<file path="src/rtl/uart_rx.sv">
// 8N1 UART receiver with a 2-flop input synchronizer, a centre-sampling FSM
// and a small first-word-fall-through receive FIFO with sticky error flags.
module uart_rx #(
  parameter int CLKS_PER_BIT = 1250,
  parameter int FIFO_DEPTH   = 4
) (
  input  logic       clk,
  input  logic       reset,
  input  logic       rx_bit,
  input  logic       rd_en,
  input  logic       clr_err,
  output logic [7:0] data_out,
  output logic       data_valid,
  output logic       fifo_full,
  output logic       overrun,
  output logic       frame_err
);

  localparam int AW = $clog2(FIFO_DEPTH);
  localparam logic [15:0] HALF = 16'(CLKS_PER_BIT / 2 - 1);
  localparam logic [15:0] FULL = 16'(CLKS_PER_BIT - 1);
  localparam logic [AW:0] DEPTH = (AW + 1)'(FIFO_DEPTH);

  typedef enum logic [2:0] {
    IDLE,
    START,
    DATA,
    STOP,
    BREAK
  } state_t;

  state_t      state;
  logic        rx_s1;
  logic        rx_s;
  logic [15:0] div;
  logic [2:0]  bit_cnt;
  logic [7:0]  shreg;

  logic [7:0]    mem [FIFO_DEPTH];
  logic [AW-1:0] wr_ptr;
  logic [AW-1:0] rd_ptr;
  logic [AW-1:0] rd_nxt;
  logic [AW:0]   count;
  logic [AW:0]   rem;

  logic stop_hit;
  logic push;
  logic ferr_set;
  logic pop;
  logic full;
  logic wr_ok;
  logic drop;

  always_ff @(posedge clk or negedge reset) begin
    if (!reset) begin
      rx_s1 <= 1'b1;
      rx_s  <= 1'b1;
    end else begin
      rx_s1 <= rx_bit;
      rx_s  <= rx_s1;
    end
  end

  always_ff @(posedge clk or negedge reset) begin
    if (!reset) begin
      state   <= IDLE;
      div     <= '0;
      bit_cnt <= '0;
      shreg   <= '0;
    end else begin
      unique case (state)
        IDLE: begin
          if (!rx_s) begin
            state   <= START;
            div     <= '0;
            bit_cnt <= '0;
          end
        end
        START: begin
          if (div == HALF) begin
            div   <= '0;
            state <= rx_s ? IDLE : DATA;
          end else begin
            div <= div + 16'd1;
          end
        end
        DATA: begin
          if (div == FULL) begin
            div     <= '0;
            shreg   <= {rx_s, shreg[7:1]};
            bit_cnt <= bit_cnt + 3'd1;
            if (bit_cnt == 3'd7) state <= STOP;
          end else begin
            div <= div + 16'd1;
          end
        end
        STOP: begin
          if (div == FULL) begin
            div   <= '0;
            state <= rx_s ? IDLE : BREAK;
          end else begin
            div <= div + 16'd1;
          end
        end
        BREAK: begin
          if (rx_s) state <= IDLE;
        end
        default: state <= IDLE;
      endcase
    end
  end

  // Stop-sample decode feeds the FIFO directly so the byte lands this edge
  assign stop_hit = (state == STOP) && (div == FULL);
  assign push     = stop_hit && rx_s;
  assign ferr_set = stop_hit && !rx_s;

  assign full       = (count == DEPTH);
  assign data_valid = (count != '0);
  assign fifo_full  = full;
  assign pop        = rd_en && data_valid;
  assign wr_ok      = push && (!full || pop);
  assign drop       = push && full && !pop;
  assign rd_nxt     = rd_ptr + AW'(pop);
  assign rem        = count - (AW + 1)'(pop);

  always_ff @(posedge clk) begin
    if (wr_ok) mem[wr_ptr] <= shreg;
  end

  // data_out is registered so it keeps the last head once the FIFO drains
  always_ff @(posedge clk or negedge reset) begin
    if (!reset) begin
      wr_ptr   <= '0;
      rd_ptr   <= '0;
      count    <= '0;
      data_out <= '0;
    end else begin
      if (wr_ok) wr_ptr <= wr_ptr + AW'(1);
      if (pop)   rd_ptr <= rd_nxt;
      count <= count + (AW + 1)'(wr_ok) - (AW + 1)'(pop);
      if (rem != '0) begin
        data_out <= mem[rd_nxt];
      end else if (wr_ok) begin
        data_out <= shreg;
      end
    end
  end

  always_ff @(posedge clk or negedge reset) begin
    if (!reset) begin
      overrun   <= 1'b0;
      frame_err <= 1'b0;
    end else begin
      if (drop) begin
        overrun <= 1'b1;
      end else if (clr_err) begin
        overrun <= 1'b0;
      end
      if (ferr_set) begin
        frame_err <= 1'b1;
      end else if (clr_err) begin
        frame_err <= 1'b0;
      end
    end
  end

endmodule

</file>
<file path="config.mk">
export PLATFORM = sky130hd
export DESIGN_NAME = uart_rx
export DESIGN_NICKNAME = d
export VERILOG_FILES = /design/src/rtl/uart_rx.sv
export SDC_FILE = /design/constraint.sdc
export NUM_CORES = 1
export LEC_CHECK = 0
export CORE_MARGIN = 2
export CORE_UTILIZATION = 40
export DETAILED_ROUTE_END_ITERATION = 10
export DONT_BUFFER_PORTS = 1
export HOLD_SLACK_MARGIN = 0.05
export PLACE_DENSITY_LB_ADDON = 0.25
export SLEW_MARGIN = 20
export SYNTH_ARGS = -nofsm -noshare
export SYNTH_HDL_FRONTEND = slang
export SYNTH_SLANG_ARGS = --single-unit
</file>
<file path="constraint.sdc">
create_clock -name clk -period 2.4 [get_ports clk]
set_input_delay 0.6 -clock clk [delete_from_list [all_inputs] [get_ports clk]]
set_output_delay 0.6 -clock clk [all_outputs]
set_load 0.02 [all_outputs]
</file>
# [Yosys cells after proc, flatten, opt, wreduce, memory -nomap -nowiden]
# Memory sizes are Yosys's and may differ from the RTL's.
# Index checks and enable logic that the tools add are counted.
[op_classes] addsub=7 eq_ne=14 n_mux=23 n_reduce_logical=24
[ops] operator="$mux W16" count=3
[ops] operator="$pmux W16 S3" count=1
[ops] operator="$mux W3" count=9
[ops] operator="$add A16 B1 Y16 const B" count=1
[ops] operator="$eq A16 B10 Y1 const B" count=1
[ops] operator="$eq A16 B11 Y1 const B" count=1
[ops] operator="$mux W8" count=2
[ops] operator="$pmux W3 S5" count=1
[ops] operator="$ne A2 B2 Y1 const B" count=6
[ops] operator="$eq A3 B3 Y1 const B" count=3
[ops] operator="$reduce_bool A3 Y1" count=3
[ops] operator="$reduce_bool A2 Y1" count=4
[ops] operator="$logic_and A1 B1 Y1" count=7
[ops] operator="$eq A3 B2 Y1 const B" count=2
[ops] operator="$pmux W3 S2" count=1
[ops] operator="$reduce_and A6 Y1" count=1
[ops] operator="$sub A3 B1 Y3" count=2
[ops] operator="$mux W1" count=5
[ops] operator="$reduce_and A2 Y1" count=2
[ops] operator="$add A3 B1 Y3" count=1
[ops] operator="$add A3 B1 Y3 const B" count=1
[ops] operator="$eq A3 B1 Y1 const B" count=1
[ops] operator="$logic_not A1 Y1" count=3
[ops] operator="$logic_not A3 Y1" count=1
[ops] operator="6 further kinds" count=6
[totals] regBits=49 mem_bits_rw=32 word_cells=81 mem_count=1
[memory_table] memory="mem" depth=4 width=8 rd=1 rd_clocked_by_memory_dff=0 wr=1 line="39" text="logic [7:0] mem [FIFO_DEPTH];"

# [Longest topological paths before layout]
# Gate-level depths: netlist of run 1.
[depth] word_depth=6 ltp_mapped=12 mapped_depth_nobuf=11

# [Least setup slack after synthesis of run 1]
# No wires, ideal clock.
[synth_path] path_type="flip-flop to flip-flop" startpoint="reg count[0]" endpoint="reg data_out[1]" setup_time_ns=0.141 arrival_ns=2.597 required_ns=2.259 setup_slack_ns=-0.338 stages_incl_launch_ff=9 path_buffers=2 synth_period_minus_slack_ns=2.738 path_cell_list="dfrtp_1 > or3_1 > and2_1 > clkbuf_1 > ha_1 > clkbuf_1 > mux4_2 > nor2_1 > a31oi_1"
[synth_between] elab_chain_cells=5 elab_cells_between_ends=12 classes_between="add/sub (2); eq/ne (1); mux (1); reduce/logical (7); memory (1)"
[synth_rtl] item="from (decl)" line="43" text="logic [AW:0] count;"
[synth_rtl] item="from (signal assigned)" line="141" text="count <= count + (AW + 1)'(wr_ok) - (AW + 1)'(pop);"
[synth_rtl] item="$reduce_bool A3 Y1" line="119" text="assign data_valid = (count != '0);"
[synth_rtl] item="net data_valid" line="13" text="output logic data_valid,"
[synth_rtl] item="$logic_and A1 B1 Y1" line="121" text="assign pop = rd_en && data_valid;"
[synth_rtl] item="net pop" line="49" text="logic pop;"
[synth_rtl] item="$add A2 B1 Y2" line="124" text="assign rd_nxt = rd_ptr + AW'(pop);"
[synth_rtl] item="net rd_nxt[0]" line="42" text="logic [AW-1:0] rd_nxt;"
[synth_rtl] item="$mem_v2 Z4 W8"
[synth_rtl] item="$mux W8" line="142" text="if (rem != '0) begin"
[synth_rtl] item="to (signal assigned)" line="143" text="data_out <= mem[rd_nxt];"
[synth_rtl] item="to (signal assigned)" line="145" text="data_out <= shreg;"
[synth_rtl] item="to (decl)" line="12" text="output logic [7:0] data_out,"
# The timed path passes the listed nets, and every way through them passes these cells.
# A chain may end at the register's enable or synchronous reset.

# [Final worst setup path of run 1]
[layout_path] startpoint="reg count[0]" endpoint="reg data_out[2]"
[layout_between] elab_chain_cells=5 elab_cells_between_ends=12 classes_between="add/sub (2); eq/ne (1); mux (1); reduce/logical (7); memory (1)"
[layout_rtl] item="$reduce_bool A3 Y1" line="119"
[layout_rtl] item="$logic_and A1 B1 Y1" line="121"
[layout_rtl] item="$add A2 B1 Y2" line="124"
[layout_rtl] item="net rd_nxt[0]" line="42"
[layout_rtl] item="$mem_v2 Z4 W8"
[layout_rtl] item="$mux W8" line="142"
# The timed path passes the listed nets, and every way through them passes these cells.

==> results of run 1 <==
## report_power, final
| group | leakage (µW) | switching [µW] | total, µW | internal (µW) |
|---|---|---|---|---|
| clock network | 0.000114 | 546 | 1150 | 608 |
| registers | 0.00101 | 92.9 | 1610 | 1510 |
| logic | 0.000868 | 366 | 774 | 408 |
| total | 0.00199 | 1000 | 3530 | 2530 |
## worst register-to-register path: cells and delay by family (launching register included)
family / cells / cell delay, ps
simple gates: 3 / 770
mux: 1 / 490
flops: 1 / 410
fa+ha+maj: 1 / 290
buf+inv: 1 / 130
compound gates: 1 / 60
## routing by layer
metal	share of wire	track usage
met2	0.48	0.247
met1	0.47	0.213
met4	0.013	0.0603
met5	0	0
met3	0.037	0.0338
## cell type report
class / instances / area [µm²]
repair buffers: 42 / 360
fillers: 814 / 4700
clock inverters: 7 / 108
multi-input cells: 200 / 1520
well taps: 111 / 139
inverters: 13 / 48.8
flip-flops and latches: 81 / 2190
clock buffers: 9 / 124
## metrics by stage
step	instances	total power, µW	hold slack (ps)	area (µm²)	setup slack, ps
floorplan	305	2100	304	3800	10.7
global placement	440	2290	306	4160	103
detailed placement	440	2330	306	4160	16.8
CTS	458	3500	64.4	4430	3.00
global route	463	3730	59.3	4490	14.5
finish	463	3530	85.1	4490	120
## worst max path at each step
stage / depth (start not counted) / end / slack, ps
floorplan: 8 / data_out[1] / 10
global placement: 11 / count[2] / 100
detailed placement: 11 / count[2] / 20
CTS: 11 / count[2] / 3
global route: 11 / count[2] / 10
finish: 7 / data_out[2] / 120
## what timing repair did
| item | CTS | global route |
|---|---|---|
| buffers inserted | 1 | 5 |
| hold buffers | 1 | 0 |
| resized for setup | 1 | 7 |
| gates cloned | 0 | 0 |
| pin swaps | 1 | 1 |
| hold endpoints to repair | 47 | 0 |
| endpoints found under the setup margin | 1 | 9 |
## cells in the mapped netlist (all sizes together), types with 2 or more instances
library cell / instances / area, µm²
nor4: 2 / 42.5
a32oi: 2 / 36.3
inv: 13 / 48.8
mux2: 9 / 101
or3: 4 / 25.0
nand4: 5 / 37.5
nand2: 38 / 143
and3: 9 / 56.3
nand2b: 2 / 12.5
nand3: 7 / 35.0
buf: 5 / 38.8
a21oi: 8 / 40.0
mux4: 8 / 180
nor3b: 3 / 22.5
a32o: 2 / 20.0
clkbuf: 6 / 22.5
and2: 6 / 37.5
nor2: 14 / 52.6
nor2b: 2 / 12.5
o21ai: 21 / 105
nor4bb: 2 / 20.0
xor2: 4 / 35.0
ha: 12 / 150
a31oi: 9 / 56.3
xnor2: 6 / 52.6
and4: 2 / 17.5
nor3: 8 / 45.0
edfxtp: 32 / 961
dfrtp: 47 / 1180
dfstp: 2 / 52.6
a22oi: 3 / 22.5
a21o: 4 / 30.0
## registers in the layout, indices dropped and copies added, names as in the netlist, 2 cells and up
register,count
shreg,8
count,3
state,3
div,16
mem,32
wr_ptr,2
rd_ptr,2
bit_cnt,3
data_out,8
## cell families after synthesis
| family | count (synthesis) | synth area share |
|---|---|---|
| buffers and inverters | 24 | 0.0292 |
| multiplexers | 18 | 0.0773 |
| XOR/XNOR | 10 | 0.0232 |
| adder cells (fa/ha/maj) | 13 | 0.0451 |
| flip-flops | 81 | 0.580 |
| AO/OA/AOI/OAI | 54 | 0.0935 |
| AND/OR/NAND/NOR | 105 | 0.152 |
==> run metrics, run 1 <==
CTS root buf clkbuf_8; CTS Buf Count 9; die area 10200 µm²; Area Growth Syn to Fin 19.0%; GPL Wtd Cong 0.855; Initial Util 0.410; Core Rows 35; Leakage 0.00199 µW; maximum vdd drop 0.325 mV; HPWL Detailed 4.92 mm; mean area per synthesized cell 12.4 µm²; aggregate negative setup slack 0 ps; Via density 5.29; Slew HR 0.657; ratio of cells with drive above 1 in the final layout 0.264; sequential area share after synthesis 0.580; PortBufs 0; crit path buf inv count 1; CP Class flip-flop to flip-flop; Post-synth EDFFs 32; Power Dens Cells 787 nW/µm²; Post-Route WL 7.21 mm; syn nets 323; library cells used by synthesis 48; R2R Path Start count[0]; fmax 439 MHz; H-tree Lvls 3; Synth Flop Type dfrtp_1; Util after Layout 0.488; Final #Nets 365; Yosys reg bits 81; wire per inst 15.6 µm; CP Capture Type flip-flop; clock buffer depth 2; Overall Global Routing Usage 0.157; detailed-router iteration count before antenna repair 4; most frequent cells in the layout dfrtp_1 (47), buf_4 (39), nand2_1 (36); Final ANT Viol Nets 0; clk slew on worst S/H paths 90 ps; Reg2Reg Depth 7; Worst-Margin Slew 514 ps; total vias in the final route 2448; CP required 2630 ps; fin crit share 0.950; Initial DRC Count 78; Skew-Pair Late Insertion Delay 350 ps; Core Area 9200 µm²; final hold vios 0; worst hold path class input port to asynchronous set/reset pin; I/O pin count 17; pin count of the biggest net entering global routing 48; Tmin final 2280 ps; Worst Skew 10.5 ps; # setup viols final 0; TritonCTS clock tree done; crit path DAT 2510 ps; crit-path max FO 9; commonest non-fill, non-tap cell in the layout dfrtp_1; r2r setup slk 120 ps; r2r endpoint data_out[2]; RSZ-0062 raised after global routing no; clock tree sinks 81; Die X 101 µm; delay of the slowest cell on the worst path 490 ps; max_cap viols 0; CP Launch Point count[0]; Die Y 101 µm; warning count from the yosys run 0; drc violations 0; Critical Path, Cell by Cell or3_4 > and2_2 > ha_4 > buf_12 > mux4_2 > nor2_1 > a31oi_1; number of global-route vias before repair 2519; cells after synthesis 305; ys async rst share 0.605; antenna violations before repair 0; Antenna diodes 0; Critical Path Start Type flip-flop; global-route wire length before repair 12.4 mm; Mapped Area 3770 µm²; CP top delay family simple AND/OR/NAND/NOR gates; Max Transition Viols Final 0; slowest CP cell mux4_2; status completed; GRT overflow 0
Note: power is estimated with default switching activity, not from simulation.
==> run 2, diff against run 1 <==
PLACE_DENSITY = 0.63   (was default)
PLACE_DENSITY_LB_ADDON = default   (was 0.25)
RECOVER_POWER = 100   (was default)
clock period = 2 ns   (was 2.4 ns; I/O delays follow)
==> run metrics, run 2 (synthesized netlist as in run 1, its figures left out) <==
fmax 460 MHz (was 439 MHz); worst hold path class input port to flip-flop (was input port to asynchronous set/reset pin); antenna violations before repair 0 (unchanged); Antenna diodes 0 (unchanged); r2r setup slk -170 ps (was 120 ps); Leakage 0.00205 µW (was 0.00199 µW); Area Growth Syn to Fin 24.6% (was 19.0%); FILL cells 787 (was 814); H-tree Lvls 3 (unchanged); Tmin final 2170 ps (was 2280 ps); CP required 2250 ps (was 2630 ps); crit path DAT 2430 ps (was 2510 ps); GPL Wtd Cong 0.858 (was 0.855); Post-Route WL 7.58 mm (was 7.21 mm); detailed-router iteration count before antenna repair 4 (unchanged); Die Y 101 µm (unchanged); final hold vios 0 (unchanged); max FFs per register 32 (unchanged); commonest non-fill, non-tap cell in the layout buf_4 (was dfrtp_1); CP Class flip-flop to flip-flop (unchanged); pin count of the biggest net entering global routing 50 (was 48); Initial Util 0.410 (unchanged); CP Capture Type flip-flop (unchanged); global-route wire length before repair 12.3 mm (was 12.4 mm); I/O pin count 17 (unchanged); wire per inst 15.8 µm (was 15.6 µm); clock tree sinks 81 (unchanged); Initial DRC Count 89 (was 78); worst setup slack after layout -174 ps (was 120 ps); most frequent cells in the layout buf_4 (48), dfrtp_1 (46), nand2_1 (35) (was dfrtp_1 (47), buf_4 (39), nand2_1 (36)); Core Rows 35 (unchanged); Slew HR 0.179 (was 0.657); max_cap viols 0 (unchanged); HPWL Detailed 5.10 mm (was 4.92 mm); Die X 101 µm (unchanged); drc violations 0 (unchanged); ratio of cells with drive above 1 in the final layout 0.336 (was 0.264); Critical Path Start Type flip-flop (unchanged); Largest Register mem (unchanged); fin area 4700 µm² (was 4490 µm²); failing checks setup timing; Core Area 9200 µm² (unchanged); Final #Nets 382 (was 365); Via density 5.25 (was 5.29); Worst Skew 15.2 ps (was 10.5 ps); maximum vdd drop 0.476 mV (was 0.325 mV); crit-path max FO 3 (was 9); CTS Buf Count 9 (unchanged); status finished, violations left (was completed); die area 10200 µm² (unchanged); CTS root buf clkbuf_8 (unchanged); Skew-Pair Late Insertion Delay 360 ps (was 350 ps); Max Transition Viols Final 0 (unchanged); PortBufs 0 (unchanged); Worst-Margin Slew 1230 ps (was 514 ps); Power Dens Cells 867 nW/µm² (was 787 nW/µm²); clk slew on worst S/H paths 90 ps (about the same); Placed Instance Area 4320 µm² (was 4160 µm²); RSZ-0062 raised after global routing yes (was no); TritonCTS clock tree done (unchanged); GRT overflow 0 (unchanged); fin crit share 1.09 (was 0.950); Overall Global Routing Usage 0.160 (was 0.157); # setup viols final 14 (was 0); clock buffer depth 2 (unchanged); aggregate negative setup slack -1230 ps (was 0 ps); number of global-route vias before repair 2548 (was 2519); total vias in the final route 2519 (was 2448); Final ANT Viol Nets 0 (unchanged); top flop regs mem x32, div x16 (unchanged); post-place setup slack -247 ps (was 16.8 ps); Hold Slack 133 ps (was 85.1 ps)
## run 2: changes by cell type in the layout (fill, tap and decap cells not counted), sizes merged, moves of 2 or more
cell | before | now
clkbuf | 9 | 11
clkinv | 0 | 2
bufinv | 2 | 0
buf | 42 | 57
inv | 17 | 15
## run 2: timing repair
item	CTS	global route
endpoints found under the setup margin	23	37
cloned	1	0
endpoints found under the hold margin	49	0
resized for setup	13	11
buffers inserted	6	2
hold buffers	2	0
pin swaps	6	6
## run 2: layout make-up
| type | instances | area, µm² | area share |
|---|---|---|---|
| clock buffer | 10 | 128 | 0.0271 |
| sequential | 81 | 2190 | 0.466 |
| multi-input combinational | 200 | 1610 | 0.343 |
| timing repair buffer | 59 | 532 | 0.113 |
| inverter | 13 | 48.8 | 0.0104 |
| clock inverter | 6 | 50.0 | 0.0106 |
| tap | 111 | 139 | 0.0295 |
## run 2: metrics by stage
| stage | utilization | total power (µW) | cells |
|---|---|---|---|
| after global placement | 0.470 | 2880 | 453 |
| final | 0.511 | 4070 | 480 |
| after detailed placement | 0.470 | 2910 | 453 |
| after global routing | 0.511 | 4290 | 480 |
| after CTS | 0.508 | 4140 | 478 |
| after floorplan | - | 2620 | 305 |
## run 2: power breakdown
part | total [µW] | switching (µW) | internal, µW
registers | 1920 | 107 | 1810
logic | 1060 | 477 | 587
clock network | 1090 | 625 | 464
## run 2: final timing paths
kind,from,to,cells after the start
max,div[1],count[2],11
min,rx_bit,rx_s1,0
max reg2reg,div[1],count[2],11
min reg2reg,rx_s1,rx_s,0
max in group asynchronous,reset,div[0],2
min in group asynchronous,reset,data_out[3],2
## run 2: per-layer routing
| layer | global-route usage | vias up | part of all wire |
|---|---|---|---|
| met1 | 0.201 | 1243 | 0.46 |
| met5 | 0 | - | 0 |
| li1 | - | 1235 | - |
| met2 | 0.262 | 28 | 0.49 |
| met4 | 0.0790 | 0 | 0.020 |
| met3 | 0.0373 | 13 | 0.027 |
## run 2: critical path, cell delays in order, from the launching register on
cell	delay, ps
dfrtp_1	400
inv_2	80
ha_4	120
and4bb_2	240
and4_4	250
nand2_2	70
nand2_2	80
o21ai_2	50
ha_2	170
fa_2	350
xnor2_2	140
xnor2_1	120
==> run 3, diff against run 2 <==
GPL_TIMING_DRIVEN = 1   (was default)
==> results of run 3 <==
No change in the layout: final DEF, timing and power equal those of run 2.
